File: config.mk
export PLATFORM = sky130hd
export DESIGN_NAME = bcd_digit_serial_ctrl
export DESIGN_NICKNAME = d
export VERILOG_FILES = /design/src/rtl/bcd_digit_serial_ctrl.sv
export SDC_FILE = /design/constraint.sdc
export NUM_CORES = 1
export LEC_CHECK = 0
export ABC_AREA = 1
export CORE_AREA = 2 2 75 77
export DETAILED_ROUTE_END_ITERATION = 12
export DIE_AREA = 0 0 77 79
export PLACE_DENSITY = 0.82
export SETUP_SLACK_MARGIN = 0.3
export SYNTH_ARGS = -nofsm -noshare
export SYNTH_HDL_FRONTEND = slang
export SYNTH_SLANG_ARGS = --single-unit
File: constraint.sdc
create_clock -name Clock -period 7.4 [get_ports Clock]
set_input_delay 1.11 -clock Clock [delete_from_list [all_inputs] [get_ports Clock]]
set_output_delay 1.11 -clock Clock [all_outputs]
set_load 0.02 [all_outputs]
File: src/rtl/bcd_digit_serial_ctrl.sv
// bcd_digit_serial_ctrl
//
// Adds two packed multi-digit BCD operands using one shared 1-digit BCD
// adder. Digits are processed least-significant first, one per clock, and
// a start/busy/done handshake frames each operation. Used between the
// operand registers and the HEX display decoders.
//
// Parameters
//   NDIGITS  number of BCD digits per operand (>= 1)
//
// Ports
//   Clock   in   1          rising-edge clock
//   Resetn  in   1          synchronous active-low reset
//   Start   in   1          request a new addition (sampled only in IDLE)
//   A       in   4*NDIGITS  operand A, packed BCD, digit i = A[4i+3:4i]
//   B       in   4*NDIGITS  operand B, same packing
//   Cin     in   1          carry into digit 0
//   Sum     out  4*NDIGITS  result, packed BCD
//   Cout    out  1          carry out of the most-significant digit
//   Busy    out  1          high while loading or adding
//   Done    out  1          one-cycle pulse when results are valid
//   Err     out  1          sticky flag: a digit > 9 was seen in A or B

module bcd_digit_serial_ctrl #(
    parameter int NDIGITS = 4
) (
    input  logic                   Clock,
    input  logic                   Resetn,
    input  logic                   Start,
    input  logic [4*NDIGITS-1:0]   A,
    input  logic [4*NDIGITS-1:0]   B,
    input  logic                   Cin,
    output logic [4*NDIGITS-1:0]   Sum,
    output logic                   Cout,
    output logic                   Busy,
    output logic                   Done,
    output logic                   Err
);

    localparam int              CW       = $clog2(NDIGITS + 1);
    localparam int              W        = 4 * NDIGITS;
    localparam logic [CW-1:0]   LAST_IDX = CW'(NDIGITS - 1);

    typedef enum logic [1:0] {
        S_IDLE,
        S_LOAD,
        S_ADD,
        S_DONE
    } state_t;

    state_t          state;
    state_t          state_next;

    logic [W-1:0]    a_reg;
    logic [W-1:0]    b_reg;
    logic [W-1:0]    sum_reg;
    logic            carry;
    logic            cout_reg;
    logic            err_reg;
    logic [CW-1:0]   idx;

    logic [3:0]      a_digit;
    logic [3:0]      b_digit;
    logic [4:0]      raw;
    logic [3:0]      digit;
    logic            carry_next;
    logic            digit_bad;

    // Shared single-digit BCD adder working on the digit selected by idx.
    // When the raw sum exceeds 9, (raw - 10) mod 16 equals raw[3:0] + 6
    // mod 16, which keeps the correction to a 4-bit add.
    always_comb begin
        a_digit    = a_reg[int'(idx)*4 +: 4];
        b_digit    = b_reg[int'(idx)*4 +: 4];
        raw        = {1'b0, a_digit} + {1'b0, b_digit} + {4'b0000, carry};
        digit      = raw[3:0];
        carry_next = 1'b0;
        if (raw > 5'd9) begin
            digit      = raw[3:0] + 4'd6;
            carry_next = 1'b1;
        end
        digit_bad  = (a_digit > 4'd9) || (b_digit > 4'd9);
    end

    // Next-state and handshake outputs.
    always_comb begin
        state_next = state;
        Busy       = 1'b0;
        Done       = 1'b0;
        case (state)
            S_IDLE: begin
                if (Start) begin
                    state_next = S_LOAD;
                end
            end
            S_LOAD: begin
                Busy       = 1'b1;
                state_next = S_ADD;
            end
            S_ADD: begin
                Busy = 1'b1;
                if (idx == LAST_IDX) begin
                    state_next = S_DONE;
                end
            end
            S_DONE: begin
                Done       = 1'b1;
                state_next = S_IDLE;
            end
            default: begin
                state_next = S_IDLE;
            end
        endcase
    end

    // State register plus datapath. Operands are captured on the accepted
    // Start so later input changes cannot disturb a running addition.
    always_ff @(posedge Clock) begin
        if (!Resetn) begin
            state    <= S_IDLE;
            a_reg    <= '0;
            b_reg    <= '0;
            sum_reg  <= '0;
            carry    <= 1'b0;
            cout_reg <= 1'b0;
            err_reg  <= 1'b0;
            idx      <= '0;
        end else begin
            state <= state_next;
            case (state)
                S_IDLE: begin
                    if (Start) begin
                        a_reg    <= A;
                        b_reg    <= B;
                        carry    <= Cin;
                        idx      <= '0;
                        sum_reg  <= '0;
                        cout_reg <= 1'b0;
                        err_reg  <= 1'b0;
                    end
                end
                S_ADD: begin
                    sum_reg[int'(idx)*4 +: 4] <= digit;
                    carry                     <= carry_next;
                    if (digit_bad) begin
                        err_reg <= 1'b1;
                    end
                    if (idx == LAST_IDX) begin
                        cout_reg <= carry_next;
                    end else begin
                        idx <= idx + CW'(1);
                    end
                end
                default: begin
                end
            endcase
        end
    end

    assign Sum  = sum_reg;
    assign Cout = cout_reg;
    assign Err  = err_reg;

endmodule
# == Word-level counts from Yosys, hierarchy flattened ==
# Cells that the tools add are included.
# W data, S select, Z words.
# totals
regBits,56
input_bits,36
out_inout_bits,20
elab_cells,58
# op_classes
n_addsub,5
order_cmp,3
n_eq_ne,8
shifts,4
mux,20
reduce_logical,10
# ops
operator,count
$neg A5 Y33,1
$shift A4 B33 Y16 const A,1
$shiftx A4 B33 Y16,1
$pmux W16 S2,1
$shiftx A16 B6 Y4,2
$bwmux W16,1
$mux W16,1
$reduce_and A3 Y1,3
$gt A4 B4 Y1 const B,2
$ne A2 B2 Y1 const B,4
$pmux W2 S4,1
$mux W1,7
$mux W3,2
$pmux W1 S2,3
$pmux W3 S2,1
$reduce_and A2 Y1,3
$add A4 B4 Y5,1
$add A5 B1 Y5,1
$gt A5 B4 Y1 const B,1
$add A4 B3 Y4 const B,1
$eq A2 B2 Y1 const B,2
$mux W2,2
$mux W4,1
$add A3 B1 Y3 const B,1
other kinds (6),6

# == Longest topological paths before layout ==
# depth
depth_word,8
mapped_depth,21
mapped_depth_nobuf,18

# == Worst setup path after synthesis ==
# OpenSTA, ideal clock, no wires.
# synth_path
path_type,flip-flop to flip-flop
start,register idx[0]
end,"register sum_reg[15], in the netlist Sum[15]"
setup_time_ns,0.132
t_arrival_ns,2.860
required_time_ns,7.268
setup_slack_ns,4.408
stages_incl_launch_ff,20
path_buffers,3
synth_period_minus_slack_ns,2.992
cell_sequence,dfxtp_1 -> buf_6 -> buf_2 -> buf_2 -> nor2_1 -> nor2_1 -> o21ai_0 -> a21oi_1 -> fa_1 -> fa_1 -> inv_1 -> ha_1 -> inv_1 -> nor2_1 -> a21oi_1 -> nand2_1 -> nand2_1 -> nand2_1 -> nand4_1 -> a21oi_1
# synth_via
elab_chain_len,8
word_cells_on_any_way,12
classes_between,add/sub: 4; order compare: 1; shift: 4; mux: 3
# synth_rtl
item,line_no,rtl
"start, declared",60,logic [CW-1:0] idx;
"start signal, assigned",151,idx <= idx + CW'(1);
"$shiftx A16 B6 Y4, on equally long branches","73, 74",
$add A4 B4 Y5,75,"raw = {1'b0, a_digit} + {1'b0, b_digit} + {4'b0000, carry};"
$add A5 B1 Y5,75,
$add A4 B3 Y4 / $gt A5 B4 Y1 (equally long branches),"79, 78",
$mux W4,78,if (raw > 5'd9) begin
$shiftx A4 B33 Y16,143,sum_reg[int'(idx)*4 +: 4] <= digit;
$bwmux W16 *,143,
$pmux W16 S2 *,130,case (state)
"end signal, assigned by index",143,
"end, declared",56,logic [W-1:0] sum_reg;
# Every way passes the cells marked *; elsewhere a longest branch is shown, timed or not.
# A chain may end at the register's enable or synchronous reset.

# == Worst setup path in the final report ==
# layout_path
start,register idx[0]
end,"register sum_reg[5], in the netlist Sum[5]"
# The elaborated chain is that of the path after synthesis.

==> metrics.txt <==
Placed Area=3350 µm²; Cell Rows=27; syn_area_per_cell=7.02 µm²; Critical Path RT=7570 ps; Finish-stage setup viols=0; sw frac=0.446; HP Class=register to register; total routed wirelength=6490 µm; post-route ant nets=0; internal power=0.000635 W; Antenna Cells=0; Ports=56; flops & latches, synth=56; initial core utilization=0.523; FMAX=251 MHz; post-CTS sizing=0; port bufs=55; max cap viols=0; Crit Path Class=register to register; cell taking the most area after synthesis=dfxtp_1; fin nets=493; top-count cell post-synth=nor2_1; Synth top cells by count=nor2_1 (93), nand2_1 (64), dfxtp_1 (56), o21ai_0 (45), nand3_1 (30); pin count of the biggest net entering global routing=38; Post-Route Utilization=0.642; Final Hold Viols=0; worst path cell trace=inv_2, o21ai_0, a21oi_1, fa_1, fa_1, nand2_1, nand2_1, ha_1, inv_1, nor2_1, a21oi_1, nand2_1, nand2_1, nand2_1, nand4_1, a21oi_1; DP HPWL=4890 µm; via count=2717; # Post-CTS Setup Buffers=0; filler cell count=532; crit path launch type=register; RSZ-0062 raised after global routing=false; met3 Use GR=0.0375; worst skew pair latency=310 ps; Mapped Area=2790 µm²; Clk network pwr share=0.139; sequential fraction of design power=0.365; Synth Net Count=448; final instance area=3430 µm²; total die area=6080 µm²; CTS tree=done; Ys Warns=0; CTS clock-pin slew for the worst setup and hold paths=90 ps; CTS Buffer Depth=2; min cycle time layout=3980 ps; wire length of the first global-routing pass=10900 µm; top_reg_cell synth=dfxtp_1; Crit path max-delay family=adder cells; All-Layer GR Usage=0.220; Pwr Total=0.00115 W; slew of the pin with the lowest slew margin=926 ps; Bufs and invs on worst path=2; Final Slew Violations=0; Placer Congestion=0.865; total grt overflow=0; sequential share of the synthesized area=0.401; Die Ht=79 µm; number of enable flip-flop cells after synthesis=0; Sink Count=56; number of global-route vias before repair=2542; Iter 0 DRT Violations=145; Final Cycle Share=0.537; status=finished clean; share of cells above drive strength 1=0.0474; area delta synth->final=22.7%; Leak=1.41 nW; crit-path max cell delay=940 ps; antenna violations before repair=0; Cells after Synth=398; NetSw=0.000511 W; Via density=5.28; crit-path max FO=27; Pwr Density=334 nW/µm²; CP most frequent cell=nand2_1; largest cells by area after synthesis=dfxtp_1 (40%), nor2_1 (13%), nand2_1 (8.6%), o21ai_0 (8.1%), ha_1 (5.4%); Clock Skews=5.40 ps; Gate power share=0.495; Worst Setup End Kind=register; Slew HR=0.382; synth unique cells=27; CTS Buf Count=5; met2 Use GR=0.411; core area=5340 µm²; post-cts hold buffer count=0; met1 global-route usage=0.251; drt first pass iters=4; Data arrival, critical path=4150 ps; drt drc=0; CTS H-tree depth=2; VDD IR max=0.000162 V; Routed WL per cell=12.6 µm; setup TNS=0 ps; Root Buffer=clkbuf_8; slowest CP cell=dfxtp_1; Die Span X=77 µm; asr flop ratio synth=0; gr busiest metal=met2; share of the synthesized area in the top cell type=0.401
[power groups by stage]
stage                     clock (W)  combinational (W)  sequential (W)
after global placement            0           0.000538        0.000424
after CTS                  0.000162           0.000560        0.000418
after floorplan                   0           0.000417        0.000418
final                      0.000159           0.000568        0.000418
after global routing       0.000174           0.000633        0.000428
after detailed placement          0           0.000556        0.000425
[layout make-up]
| cell class | instances | area [µm²] | share of cell area |
|---|---|---|---|
| clock buffer | 6 | 72.6 | 0.0212 |
| clock inverter | 1 | 5.00 | 0.00146 |
| inverter | 29 | 109 | 0.0318 |
| multi-input combinational | 295 | 1470 | 0.429 |
| sequential | 56 | 1120 | 0.327 |
| tap | 72 | 90.1 | 0.0263 |
| timing repair buffer | 56 | 558 | 0.163 |
[final timing paths]
| check | from | cells after the start | endpoint | slack [ps] |
|---|---|---|---|---|
| worst max-delay path | idx[0]$_SDFFE_PN0P_ | 16 | Sum[5]$_SDFFE_PN0P_ | 3420 |
| worst min-delay path | Sum[0]$_SDFFE_PN0P_ | 2 | Sum[0]$_SDFFE_PN0P_ | 470 |
| worst max register to register | idx[0]$_SDFFE_PN0P_ | 16 | Sum[5]$_SDFFE_PN0P_ | 3420 |
| worst min register to register | Sum[0]$_SDFFE_PN0P_ | 2 | Sum[0]$_SDFFE_PN0P_ | 470 |
[routing by layer]
layer,share of wire,up-vias
met5,0,-
met4,0.022,0
met3,0.048,15
met2,0.50,89
met1,0.43,1226
li1,-,1387
[cells by family (layout without fill, tap and decap cells)]
kind of cell / count (synthesis) / in the layout / synth area share
adder cells (fa/ha/maj): 14 / 14 / 0.0681
flip-flops: 56 / 56 / 0.401
buffers and inverters: 47 / 92 / 0.0717
AO/OA/AOI/OAI: 78 / 78 / 0.144
AND/OR/NAND/NOR: 203 / 203 / 0.315
[cell usage in the layout (no fill, tap or decap), drive strengths merged]
master          n
nor4            1
nand2          64
nand3          32
fa              2
clkdlybuf4s50  55
nor2           95
a21oi          26
nand4           6
a32oi           1
buf             1
a211oi          1
nor3            5
a31oi           2
inv            28
clkinv          2
ha             12
o21ai          48
dfxtp          56
clkbuf          6
[worst reg2reg max path: stages, from the launching register on]
cell and delay (ps):
dfxtp_1 940, inv_2 360, o21ai_0 270, a21oi_1 120
fa_1 460, fa_1 410, nand2_1 100, nand2_1 110
ha_1 240, inv_1 80, nor2_1 40, a21oi_1 110
nand2_1 100, nand2_1 150, nand2_1 140, nand4_1 110
a21oi_1 90
[per-stage QoR]
| stage | setup slack (ps) | hold WS (ps) | instances |
|---|---|---|---|
| floorplan | 4410 | 449 | 398 |
| global placement | 3740 | 451 | 508 |
| detailed placement | 3540 | 456 | 508 |
| CTS | 3530 | 469 | 515 |
| finish | 3420 | 468 | 515 |
| global route | 3140 | 496 | 515 |
Note: power is estimated with default switching activity, not from simulation.
